<file path="src/rtl/mastermind_core.sv">
// mastermind_core: code-breaking game engine with peg editor and min-count scorer.
// Optional per-turn guess/score history: define MASTERMIND_HISTORY_EN.
module mastermind_core #(
   parameter int NUM_PEGS  = 4,
   parameter int COLOR_W   = 3,
   parameter int MAX_TURNS = 8
) (
   input  logic                               clk,
   input  logic                               rst_n,
   input  logic [NUM_PEGS*COLOR_W-1:0]        code_in,
   input  logic                               code_load,
   input  logic                               btn_left,
   input  logic                               btn_right,
   input  logic                               btn_up,
   input  logic                               btn_down,
   input  logic                               btn_select,
   output logic [NUM_PEGS*COLOR_W-1:0]        guess_out,
   output logic [$clog2(NUM_PEGS)-1:0]        cursor,
   output logic [$clog2(MAX_TURNS)-1:0]       turn,
   output logic [$clog2(NUM_PEGS+1)-1:0]      score_exact,
   output logic [$clog2(NUM_PEGS+1)-1:0]      score_partial,
   output logic                               score_valid,
   output logic                               busy,
   output logic                               game_over,
   output logic                               win
`ifdef MASTERMIND_HISTORY_EN
   ,
   input  logic [$clog2(MAX_TURNS)-1:0]       hist_idx,
   output logic [NUM_PEGS*COLOR_W-1:0]        hist_guess,
   output logic [$clog2(NUM_PEGS+1)-1:0]      hist_exact,
   output logic [$clog2(NUM_PEGS+1)-1:0]      hist_partial
`endif
);

   localparam int CUR_W  = $clog2(NUM_PEGS);
   localparam int TURN_W = $clog2(MAX_TURNS);
   localparam int SC_W   = $clog2(NUM_PEGS + 1);
   localparam int CODE_W = NUM_PEGS * COLOR_W;

   localparam logic [2:0] S_IDLE   = 3'd0;
   localparam logic [2:0] S_ENTRY  = 3'd1;
   localparam logic [2:0] S_EXACT  = 3'd2;
   localparam logic [2:0] S_COLOR  = 3'd3;
   localparam logic [2:0] S_REPORT = 3'd4;
   localparam logic [2:0] S_WON    = 3'd5;
   localparam logic [2:0] S_LOST   = 3'd6;

   logic [2:0]         state;
   logic [COLOR_W-1:0] code_q  [NUM_PEGS];
   logic [COLOR_W-1:0] guess_q [NUM_PEGS];
   logic [COLOR_W-1:0] col_q;
   logic [SC_W-1:0]    exact_q;
   logic [SC_W-1:0]    acc_q;
   logic [SC_W-1:0]    exact_now;
   logic [SC_W-1:0]    cnt_code;
   logic [SC_W-1:0]    cnt_guess;
   logic [SC_W-1:0]    acc_nxt;
   logic               act_sel;
   logic               act_left;
   logic               act_right;
   logic               act_up;
   logic               act_down;
   logic               load_ok;
   logic               col_last;
   logic               report_wr;

   assign busy      = (state == S_EXACT) || (state == S_COLOR);
   assign game_over = (state == S_WON) || (state == S_LOST);
   assign win       = (state == S_WON);
   assign load_ok   = code_load && !busy;
   assign col_last  = (col_q == {COLOR_W{1'b1}});
   assign report_wr = (state == S_COLOR) && col_last;

   // Resolve button priority into a one-hot set before decoding
   always_comb begin
      act_sel   = btn_select;
      act_left  = btn_left  && !btn_select;
      act_right = btn_right && !btn_select && !btn_left;
      act_up    = btn_up    && !btn_select && !btn_left && !btn_right;
      act_down  = btn_down  && !btn_select && !btn_left && !btn_right
                  && !btn_up;
   end

   always_comb begin
      exact_now = '0;
      cnt_code  = '0;
      cnt_guess = '0;
      for (int i = 0; i < NUM_PEGS; i++) begin
         if (code_q[i] == guess_q[i])
            exact_now = exact_now + SC_W'(1);
         if (code_q[i] == col_q)
            cnt_code = cnt_code + SC_W'(1);
         if (guess_q[i] == col_q)
            cnt_guess = cnt_guess + SC_W'(1);
      end
      acc_nxt = acc_q + ((cnt_code < cnt_guess) ? cnt_code : cnt_guess);
   end

   always_comb begin
      guess_out = '0;
      for (int i = 0; i < NUM_PEGS; i++)
         guess_out[i*COLOR_W +: COLOR_W] = guess_q[i];
   end

   always_ff @(posedge clk or negedge rst_n) begin
      if (!rst_n) begin
         state         <= S_IDLE;
         cursor        <= '0;
         turn          <= '0;
         score_exact   <= '0;
         score_partial <= '0;
         score_valid   <= 1'b0;
         exact_q       <= '0;
         acc_q         <= '0;
         col_q         <= '0;
         for (int i = 0; i < NUM_PEGS; i++) begin
            code_q[i]  <= '0;
            guess_q[i] <= '0;
         end
      end else begin
         score_valid <= 1'b0;
         if (load_ok) begin
            state         <= S_ENTRY;
            cursor        <= '0;
            turn          <= '0;
            score_exact   <= '0;
            score_partial <= '0;
            for (int i = 0; i < NUM_PEGS; i++) begin
               code_q[i]  <= code_in[i*COLOR_W +: COLOR_W];
               guess_q[i] <= '0;
            end
         end else begin
            case (state)
               S_ENTRY: begin
                  unique case (1'b1)
                     act_sel:
                        state <= S_EXACT;
                     act_left:
                        cursor <= (cursor == '0) ?
                                  CUR_W'(NUM_PEGS - 1) : cursor - CUR_W'(1);
                     act_right:
                        cursor <= (cursor == CUR_W'(NUM_PEGS - 1)) ?
                                  '0 : cursor + CUR_W'(1);
                     act_up:
                        guess_q[cursor] <= guess_q[cursor] + COLOR_W'(1);
                     act_down:
                        guess_q[cursor] <= guess_q[cursor] - COLOR_W'(1);
                     default: ;
                  endcase
               end
               S_EXACT: begin
                  exact_q <= exact_now;
                  acc_q   <= '0;
                  col_q   <= '0;
                  state   <= S_COLOR;
               end
               S_COLOR: begin
                  acc_q <= acc_nxt;
                  col_q <= col_q + COLOR_W'(1);
                  if (col_last) begin
                     score_exact   <= exact_q;
                     score_partial <= acc_nxt - exact_q;
                     score_valid   <= 1'b1;
                     state         <= S_REPORT;
                  end
               end
               S_REPORT: begin
                  if (exact_q == SC_W'(NUM_PEGS))
                     state <= S_WON;
                  else if (turn == TURN_W'(MAX_TURNS - 1))
                     state <= S_LOST;
                  else begin
                     turn  <= turn + TURN_W'(1);
                     state <= S_ENTRY;
                  end
               end
               default: ;
            endcase
         end
      end
   end

`ifdef MASTERMIND_HISTORY_EN
   logic [CODE_W-1:0] hist_g [MAX_TURNS];
   logic [SC_W-1:0]   hist_e [MAX_TURNS];
   logic [SC_W-1:0]   hist_p [MAX_TURNS];

   always_ff @(posedge clk or negedge rst_n) begin
      if (!rst_n) begin
         for (int t = 0; t < MAX_TURNS; t++) begin
            hist_g[t] <= '0;
            hist_e[t] <= '0;
            hist_p[t] <= '0;
         end
      end else if (load_ok) begin
         for (int t = 0; t < MAX_TURNS; t++) begin
            hist_g[t] <= '0;
            hist_e[t] <= '0;
            hist_p[t] <= '0;
         end
      end else if (report_wr) begin
         hist_g[turn] <= guess_out;
         hist_e[turn] <= exact_q;
         hist_p[turn] <= acc_nxt - exact_q;
      end
   end

   always_comb begin
      hist_guess   = '0;
      hist_exact   = '0;
      hist_partial = '0;
      if (int'(hist_idx) < MAX_TURNS) begin
         hist_guess   = hist_g[hist_idx];
         hist_exact   = hist_e[hist_idx];
         hist_partial = hist_p[hist_idx];
      end
   end
`endif

endmodule

</file>
<file path="config.mk">
export PLATFORM = sky130hd
export DESIGN_NAME = mastermind_core
export DESIGN_NICKNAME = d
export VERILOG_FILES = /design/src/rtl/mastermind_core.sv
export SDC_FILE = /design/constraint.sdc
export NUM_CORES = 1
export LEC_CHECK = 0
export CORE_MARGIN = 2
export CORE_UTILIZATION = 25
export CTS_CLUSTER_DIAMETER = 100
export CTS_CLUSTER_SIZE = 14
export DETAILED_ROUTE_END_ITERATION = 10
export PLACE_DENSITY_LB_ADDON = 0.2
export SETUP_SLACK_MARGIN = 0.15
export SLEW_MARGIN = 20
export SYNTH_ARGS = -nofsm -noshare
export SYNTH_HDL_FRONTEND = slang
export SYNTH_SLANG_ARGS = --single-unit
</file>
<file path="constraint.sdc">
create_clock -name clk -period 13.5 [get_ports clk]
set_input_delay 1.35 -clock clk [delete_from_list [all_inputs] [get_ports clk]]
set_output_delay 1.35 -clock clk [all_outputs]
set_load 0.03 [all_outputs]
</file>
# Word level (Yosys, flattened, before mapping)
# Index checks and enable logic that the tools add are counted.
op_classes:
  n_bitwise: 2
  n_reduce_logical: 35
  magnitude_cmp: 3
  add_sub_neg: 17
  mul: 0
  muxes: 49
  n_shift: 0
  eq_ne: 26
  n_div: 0
ops:
  columns: ["op", "n"]
  rows:
  - ["$mux 3", 28]
  - ["$add 3x1->3 const B", 12]
  - ["$eq 3x3->1", 12]
  - ["$bwmux 12", 2]
  - ["$mux 12", 2]
  - ["$pmux 12 s2", 1]
  - ["$eq 3x3->1 const B", 6]
  - ["$logic_and 1x1->1", 12]
  - ["$pmux 3 s2", 2]
  - ["$pmux 3 s4", 1]
  - ["$reduce_and 2->1", 5]
  - ["$reduce_bool 2->1", 5]
  - ["$mux 2", 4]
  - ["$bmux 3 s2", 1]
  - ["$demux 3 s2", 1]
  - ["$eq 3x2->1 const B", 2]
  - ["$mux 1", 6]
  - ["$ne 3x3->1 const B", 2]
  - ["$reduce_and 3->1", 2]
  - ["$reduce_bool 3->1", 2]
  - ["$logic_not 1->1", 5]
  - ["$reduce_bool 5->1", 1]
  - ["$ne 2x2->1 const B", 2]
  - ["$pmux 2 s2", 1]
  - ["14 further kinds", 15]
totals:
  out_inout_bits: 27
  n_memories: 0
  inputBits: 20
  mem_bits_rw: 0
  latch_bits: 0
  reg_bits: 48
  romBits: 0

# Longest topological paths before layout
# Gate-level depths: netlist of run 1.
depth:
  ltp_word: 15
  mapped_depth: 22
  mapped_depth_nobuf: 21

# Worst setup path after synthesis of run 1
# Ideal clock, no wire load.
synth_path:
  kind: "register to register"
  from: "register guess_q (netlist bit guess_out[2])"
  to: "register score_partial[2]"
  setup_ns: 0.136
  path_slack_ns: 8.979
  n_path_buf: 0
  stages_incl_launch_ff: 21
  period_less_slack_ns: 4.521
  arrival_ns: 4.385
  path_cell_list: "dfrtp_1 -> xnor2_1 -> and3_1 -> ha_1 -> or4_4 -> nand2_1 -> ha_1 -> nand4_1 -> xnor2_1 -> ha_1 -> inv_1 -> a21oi_1 -> a21boi_0 -> nor2_1 -> ha_1 -> fa_1 -> inv_1 -> fa_1 -> xnor2_1 -> xnor2_1 -> o21ai_0"
synth_via:
  elab_chain_cells: 15
synth_rtl:
  columns: ["item", "line", "text"]
  rows:
  - ["from (decl)", "50", "logic [COLOR_W-1:0] guess_q [NUM_PEGS];"]
  - ["from (signal, indexed assignment)", "145", "guess_q[cursor] <= guess_q[cursor] + COLOR_W'(1);"]
  - ["from (signal, indexed assignment)", "147", "guess_q[cursor] <= guess_q[cursor] - COLOR_W'(1);"]
  - ["$eq 3x3->1 *", "93", "if (guess_q[i] == col_q)"]
  - ["$mux 1 *", "93", null]
  - ["$add 3x1->3", "94", "cnt_guess = cnt_guess + SC_W'(1);"]
  - ["$mux 3 *", "93", null]
  - ["$add 3x1->3", "94", null]
  - ["$mux 3 *", "93", null]
  - ["$add 3x1->3", "94", null]
  - ["$mux 3 *", "93", null]
  - ["$lt 3x3->1", "96", "acc_nxt = acc_q + ((cnt_code < cnt_guess) ? cnt_code : cnt_guess);"]
  - ["$mux 3 *", "96", null]
  - ["$add 3x3->3 *", "96", null]
  - ["$sub 3x3->3 *", "162", "score_partial <= acc_nxt - exact_q;"]
  - ["$mux 3 *", "160", "if (col_last) begin"]
  - ["$mux 3 *", "133", "case (state)"]
  - ["$mux 3 *", "122", "if (load_ok) begin"]
  - ["to (signal assigned)", "162", null]
  - ["to (decl)", "21", "output logic [$clog2(NUM_PEGS+1)-1:0] score_partial,"]
# Every way passes the cells marked *; elsewhere a longest branch is shown, timed or not. The select of a mux whose other input is x is not followed.
# A chain may end at the register's enable or synchronous reset.

# Worst setup path in the final report of run 1
layout_path:
  from: "register col_q[0]"
  to: "register score_partial[2]"
layout_via:
  elab_chain_cells: 15
layout_rtl:
  columns: ["item", "line", "text"]
  rows:
  - ["from (decl)", "51", "logic [COLOR_W-1:0] col_q;"]
  - ["from (signal assigned)", "159", "col_q <= col_q + COLOR_W'(1);"]
  - ["$eq 3x3->1, on equally long branches", "91, 93", null]
  - ["$mux 1, on equally long branches", "91, 93", null]
  - ["$add 3x1->3, on equally long branches", "92, 94", null]
  - ["$mux 3, on equally long branches", "91, 93", null]
  - ["$add 3x1->3, on equally long branches", "92, 94", null]
  - ["$mux 3, on equally long branches", "91, 93", null]
  - ["$add 3x1->3, on equally long branches", "92, 94", null]
  - ["$mux 3, on equally long branches", "91, 93", null]
  - ["$lt 3x3->1", "96", null]
  - ["$mux 3", "96", null]
  - ["$add 3x3->3", "96", null]
  - ["$sub 3x3->3", "162", null]
  - ["$mux 3", "160", null]
  - ["$mux 3", "133", null]
  - ["$mux 3", "122", null]
# Several ways; a longest one is shown, not always the timed one. The select of a mux whose other input is x is not followed.

==> key figures, run 1 <==
Status
  • Outcome: completed

CTS
  • CTS H-tree lvls: 2
  • CTS tree: yes
  • Max clock buf depth: 2
  • Clock Sinks: 48
  • Post-CTS Resized: 0
  • Post-CTS Hold Fix Bufs: 0
  • Total CTS buffers: 5
  • Clk slew on worst S/H paths: 0.07 ns
  • Postcts setup bufs: 0
  • Worst skew pair latency: 0.29 ns
  • Root Driver: clkbuf_16

Cells and area
  • Area delta synth->final: 24.3%
  • Post-Route Utilization: 32.0%
  • Fill count: 1388
  • N_diodes: 0
  • Layout cell share with drive strength beyond 1: 5.10%
  • Fin cells: 584
  • Fin nets: 458

Setup path
  • Worst Setup End Kind: register
  • CP startpoint kind: register
  • Critical path launch point: col_q[0]$_DFFE_PN0P_
  • Critical path peak fanout: 11
  • CP required: 13.66 ns
  • WS Path Type: reg2reg
  • R2r startpoint: col_q[0]$_DFFE_PN0P_
  • Crit path DAT: 5.05 ns

Floorplan
  • Num rows: 41
  • Die H: 118 um
  • Chip width: 118 um
  • Starting Density: 25.7%
  • Ports: 47
  • Die ar.: 14000 sq um
  • Core ar.: 12700 sq um

STA
  • Relative slew slack: 51.8%
  • Final Hold Viols: 0
  • Maximum clock rate: 204 MHz
  • Max-slew violation count: 0
  • Worst Skew: 0.00383 ns
  • Setup TNS: 0 ns
  • # setup viols final: 0
  • RSZ-0062 raised after global routing: no
  • Min cycle time layout: 4.89 ns
  • Final cycle utilization of the critical path: 36.2%
  • Worst-Margin Slew: 0.722 ns

Synthesis
  • Post-synthesis register bit count: 48
  • Synth cell count leaders: nand2_1, dfrtp_1, xnor2_1
  • Cells after Synth: 370
  • Number of distinct library cells after synthesis: 42
  • Post-synth EDFFs: 0
  • Post-synth top flop: dfrtp_1
  • Area share of the largest cell type after synthesis: 36.7%
  • Synth area leader: dfrtp_1
  • Synthesized area per cell: 8.85 sq um
  • Most common cell in the netlist: nand2_1
  • Synthesized area: 3280 sq um
  • Register area share after synthesis: 36.7%
  • Post-Syn Nets: 417
  • Yosys warns: 0
  • Synth async-reset ratio: 100%
  • Synth area leaders: dfrtp_1, ha_1, xnor2_1

Drt
  • DR iter-0 viols: 96
  • Via count: 2664
  • Via-to-Cell Ratio: 4.56
  • DRC errors left: 0
  • DRT Wirelength: 8110 um
  • Antenna-violating nets left: 0
  • WL per Instance: 13.9 um
  • Drt first pass iters: 6

Hold path
  • HP Class: reg2reg
  • Hold path startpoint: acc_q[0]$_DFFE_PN0P_

Power
  • Leakage: 1.88 nW
  • PD cells: 267 nW/um^2
  • Peak supply drop: 93.7 uV
  • Total Power: 1.09 mW

Global route
  • Vias in the first global route: 2711
  • First-pass GRT wire length: 13700 um
  • Total Routing Usage GR: 12.0%
  • Initial antenna violation count: 0
  • Pin count of the biggest net entering global routing: 49
  • GR Overflow Total: 0

Placement
  • Placed Instances: 576
  • DP HPWL: 6100 um
  • Port Buffers: 46
  • GPL Wtd Cong: 0.747

Run
  • Max Cap Viol: 0
==> layout make-up <==
cell class | instances | area, sq um | area share [%]
clock buffers | 7 | 153 | 3.75
clock inverters | 1 | 30.0 | 0.738
inverters | 19 | 71.3 | 1.75
multi-input cells | 288 | 1920 | 47.2
flip-flops and latches | 48 | 1200 | 29.5
well taps | 172 | 215 | 5.29
repair buffers | 49 | 478 | 11.7
==> through the flow <==
| step | hold slack (ns) | area (sq um) | setup WS (ns) |
|---|---|---|---|
| floorplan | 0.445 | 3280 | 8.98 |
| finish | 0.486 | 4070 | 8.61 |
| global route | 0.521 | 4070 | 8.20 |
| detailed placement | 0.471 | 3890 | 8.60 |
| global placement | 0.465 | 3890 | 8.74 |
| CTS | 0.487 | 4070 | 8.56 |
==> path summary, 6_finish.rpt <==
path / slack (ns) / end / depth (start not counted)
worst min-delay path: 0.49 / acc_q[0]$_DFFE_PN0P_ / 2
min in group asynchronous: 1.15 / turn[2]$_DFFE_PN0P_ / 2
worst max-delay path: 8.61 / score_partial[2]$_DFFE_PN0P_ / 20
max in group asynchronous: 11.89 / guess_out[6]$_DFFE_PN0P_ / 2
worst max register to register: 8.61 / score_partial[2]$_DFFE_PN0P_ / 20
worst min register to register: 0.49 / acc_q[0]$_DFFE_PN0P_ / 2
==> worst max-delay path, cell delays in order, from the launching register on <==
cell,delay [ns]
dfrtp_1,0.67
xnor2_1,0.13
and3_1,0.21
ha_1,0.34
or4_4,0.55
nand2_1,0.09
ha_1,0.13
nand4_1,0.09
xnor2_1,0.17
ha_1,0.28
inv_1,0.05
a21oi_1,0.22
a21boi_0,0.20
nor2_1,0.07
ha_1,0.19
fa_1,0.51
inv_1,0.06
fa_1,0.40
xnor2_1,0.18
xnor2_1,0.13
o21ai_0,0.08
==> logic make-up (layout without fill, tap and decap cells) <==
family / count (synthesis) / after routing / share of synthesized area [%]
AND/OR/NAND/NOR: 144 / 144 / 19.5
AO/OA/AOI/OAI: 51 / 51 / 9.21
XOR/XNOR: 50 / 50 / 13.4
flip-flops: 48 / 48 / 36.7
buffers and inverters: 34 / 76 / 4.74
adder cells (fa/ha/maj): 27 / 27 / 10.8
multiplexers: 16 / 16 / 5.73
==> registers in the layout, indices dropped and copies added, names as in the netlist <==
register,flops
acc_q,3
code_q,12
col_q,3
cursor,2
exact_q,3
guess_out,12
score_exact,3
score_partial,3
score_valid,1
state,3
turn,3
==> report_power, final <==
group | internal (mW) | switching, mW | total [mW]
clock | 0.0976 | 0.0546 | 0.152
sequential | 0.189 | 0.0754 | 0.264
combinational | 0.309 | 0.362 | 0.671
==> cells in the final DEF (no fill, tap or decap), types with 3 or more instances in the layout <==
cell type        instances
and3_1                   7
nor3_1                   9
dfrtp_1                 48
clkdlybuf4s50_1         45
buf_4                    3
nor2_1                  27
nand3_1                 19
clkbuf_16                5
ha_1                    25
inv_1                   18
xor2_1                  16
nand2_1                 68
a311oi_1                 4
o21ai_0                 12
a21oi_1                 22
mux2i_1                 12
nand2b_1                 3
xnor2_1                 34
==> layer usage <==
metal | wire length, um | global-route usage (%) | part of all wire, % | up-vias
met3 | 173 | 1.93 | 2.1 | 8
met4 | 78 | 2.90 | 0.96 | 0
met5 | 0 | 0 | 0 | -
li1 | - | - | - | 1332
met1 | 3970 | 16.4 | 49 | 1289
met2 | 3890 | 19.8 | 48 | 35
Note: power is estimated with default switching activity, not from simulation.
==> inputs of run 2 (changes only) <==
==> constraint.sdc (replaced) <==
create_clock -name clk -period 3.97 [get_ports clk]
set_input_delay 0.397 -clock clk [delete_from_list [all_inputs] [get_ports clk]]
set_output_delay 0.397 -clock clk [all_outputs]
set_load 0.03 [all_outputs]
==> key figures, run 2 (same netlist as run 1, synthesis figures left out) <==
CTS
  • Total CTS buffers: 5
  • Post-CTS Hold Fix Bufs: 0
  • Root Driver: clkbuf_16
  • Clk slew on worst S/H paths: 0.07 ns
  • Max clock buf depth: 2
  • CTS H-tree lvls: 2
  • Worst skew pair latency: 0.29 ns
  • CTS tree: yes
  • Clock Sinks: 48

Drt
  • WL per Instance: 13.6 um
  • DR iter-0 viols: 104
  • DRC errors left: 0
  • Via-to-Cell Ratio: 4.53
  • Antenna-violating nets left: 0
  • Via count: 2810
  • Drt first pass iters: 4
  • DRT Wirelength: 8460 um

Hold path
  • HP Class: in2async

Status
  • Failing checks: setup timing
  • Outcome: finished with violations

Cells and area
  • Fill count: 1368
  • Layout cell share with drive strength beyond 1: 19.9%
  • Area occupied by multi-input gates: 2070 sq um
  • Post-Route Utilization: 35.2%
  • Reg area: 1210 sq um
  • Area delta synth->final: 36.7%
  • Fin nets: 494
  • Most common cell after layout, fill and taps aside: nand2_1
  • N_diodes: 0
  • Most frequent cells in the layout: nand2_1, clkdlybuf4s50_1, dfrtp_1, buf_4, nor2_1

STA
  • Worst Skew: 0.00383 ns
  • Final setup margin: -0.312 ns
  • Final cycle utilization of the critical path: 108%
  • RSZ-0062 raised after global routing: yes
  • Final Hold Viols: 0
  • Maximum clock rate: 234 MHz
  • Max-slew violation count: 0
  • Min cycle time layout: 4.28 ns
  • Worst-Margin Slew: 0.720 ns
  • # setup viols final: 2
  • Relative slew slack: 51.9%

Power
  • PD cells: 963 nW/um^2
  • Gate power share: 68.8%
  • Clk pwr share: 11.3%
  • Seq pwr share: 19.9%
  • Peak supply drop: 315 uV
  • Sw Ratio: 43.7%
  • Switching power: 1.88 mW
  • Leakage: 2.07 nW
  • Design internal power: 2.43 mW

Floorplan
  • Core ar.: 12700 sq um
  • Die H: 118 um
  • Num rows: 41
  • Chip width: 118 um
  • Die ar.: 14000 sq um
  • Starting Density: 25.7%
  • Ports: 47

Placement
  • GPL Wtd Cong: 0.772
  • DP HPWL: 6630 um
  • Port Buffers: 46
  • Dpl ws: -0.391 ns

Global route
  • Total Routing Usage GR: 12.3%
  • Initial antenna violation count: 0
  • Vias in the first global route: 2747
  • GR Overflow Total: 0
  • First-pass GRT wire length: 13800 um
  • Pin count of the biggest net entering global routing: 29

Setup path
  • Crit-path cells: buf_4 > buf_4 > xor2_1 > or4_4 > nand2_2 > ha_4 > nand4_1 > xnor2_2 > ha_1 > inv_2 > a21oi_2 > a21boi_2 > nor2_1 > ha_2 > fa_1 > inv_1 > fa_2 > xnor2_2 > xnor2_1 > o21ai_1
  • Crit path DAT: 4.45 ns
  • Max stage delay on crit path: 0.51 ns
  • Worst Setup End Kind: register
  • WS Path Type: reg2reg
  • CP startpoint kind: register
  • CP max stage cell: fa_1
  • CP required: 4.14 ns
  • Critical path peak fanout: 6

Run
  • Max Cap Viol: 0
==> run 2: cell types whose count changed in the layout (fill, tap and decap cells not counted), moves of 4 or more <==
cell     previous run  this run
buf_4               3        39
dfrtp_1            48        39
dfrtp_2             0         9
ha_1               25        21
xnor2_1            34        26
xnor2_2             0         8
==> run 2: path summary, 6_finish.rpt <==
check	from	end	slack [ns]	cells past startpoint
max in group asynchronous	rst_n	col_q[0]$_DFFE_PN0P_	3.12	2
min in group clk	score_exact[2]$_DFFE_PN0P_	score_exact[2]$_DFFE_PN0P_	0.50	2
min	rst_n	turn[2]$_DFFE_PN0P_	0.07	1
max	col_q[2]$_DFFE_PN0P_	score_partial[2]$_DFFE_PN0P_	-0.31	20
min reg2reg	score_exact[2]$_DFFE_PN0P_	score_exact[2]$_DFFE_PN0P_	0.50	2
max reg2reg	col_q[2]$_DFFE_PN0P_	score_partial[2]$_DFFE_PN0P_	-0.31	20
==> run 2: critical path, delay by kind of cell (launching register included) <==
kind / cells / cell delay [ns]
AOI/OAI and AO/OA: 3 / 0.39
xor gates and xnor gates: 4 / 0.66
adders and majority gates: 5 / 1.44
buffers and inverters: 4 / 0.41
DFF: 1 / 0.49
and+or+nand+nor: 4 / 0.77
==> run 2: final cells by class <==
class,count,share of cell area (%)
Timing Repair Buffer,85,16.7
Clock inverter,2,0.783
Clock buffer,6,2.88
Tap cell,172,4.81
Sequential cell,48,27.1
Inverter,19,1.59
Multi-Input combinational cell,288,46.1
==> run 2: power groups by stage <==
| stage | Combinational, mW | Clock, mW | Sequential, mW |
|---|---|---|---|
| after floorplan | 1.93 | 0 | 0.863 |
| after global placement | 2.69 | 0 | 0.857 |
| after detailed placement | 2.75 | 0 | 0.859 |
| after CTS | 2.82 | 0.500 | 0.853 |
| after global routing | 3.32 | 0.521 | 0.891 |
| final | 2.96 | 0.489 | 0.857 |
==> run 2: metal layers <==
layer | global-route usage, % | share of wire, %
met5 | 0 | 0
met4 | 3.94 | 1.3
met3 | 2.27 | 2.4
met2 | 20.6 | 48
met1 | 16.0 | 48
==> run 2: timing repair <==
action,CTS,global route
gates resized for setup,7,18
setup buffers,3,0
setup endpoints to repair,3,5
pin swaps,5,3
==> run 2: through the flow <==
| step | hold WS (ns) | std cells | setup TNS [ns] | area, sq um | power, mW |
|---|---|---|---|---|---|
| floorplan | 0.101 | 370 | -0.362 | 3300 | 2.79 |
| global placement | 0.389 | 609 | -0.498 | 4160 | 3.55 |
| detailed placement | 0.406 | 609 | -0.658 | 4160 | 3.61 |
| CTS | 0.0899 | 620 | -0.466 | 4360 | 4.17 |
| global route | 0.115 | 620 | -0.844 | 4480 | 4.73 |
| finish | 0.0670 | 620 | -0.485 | 4480 | 4.31 |
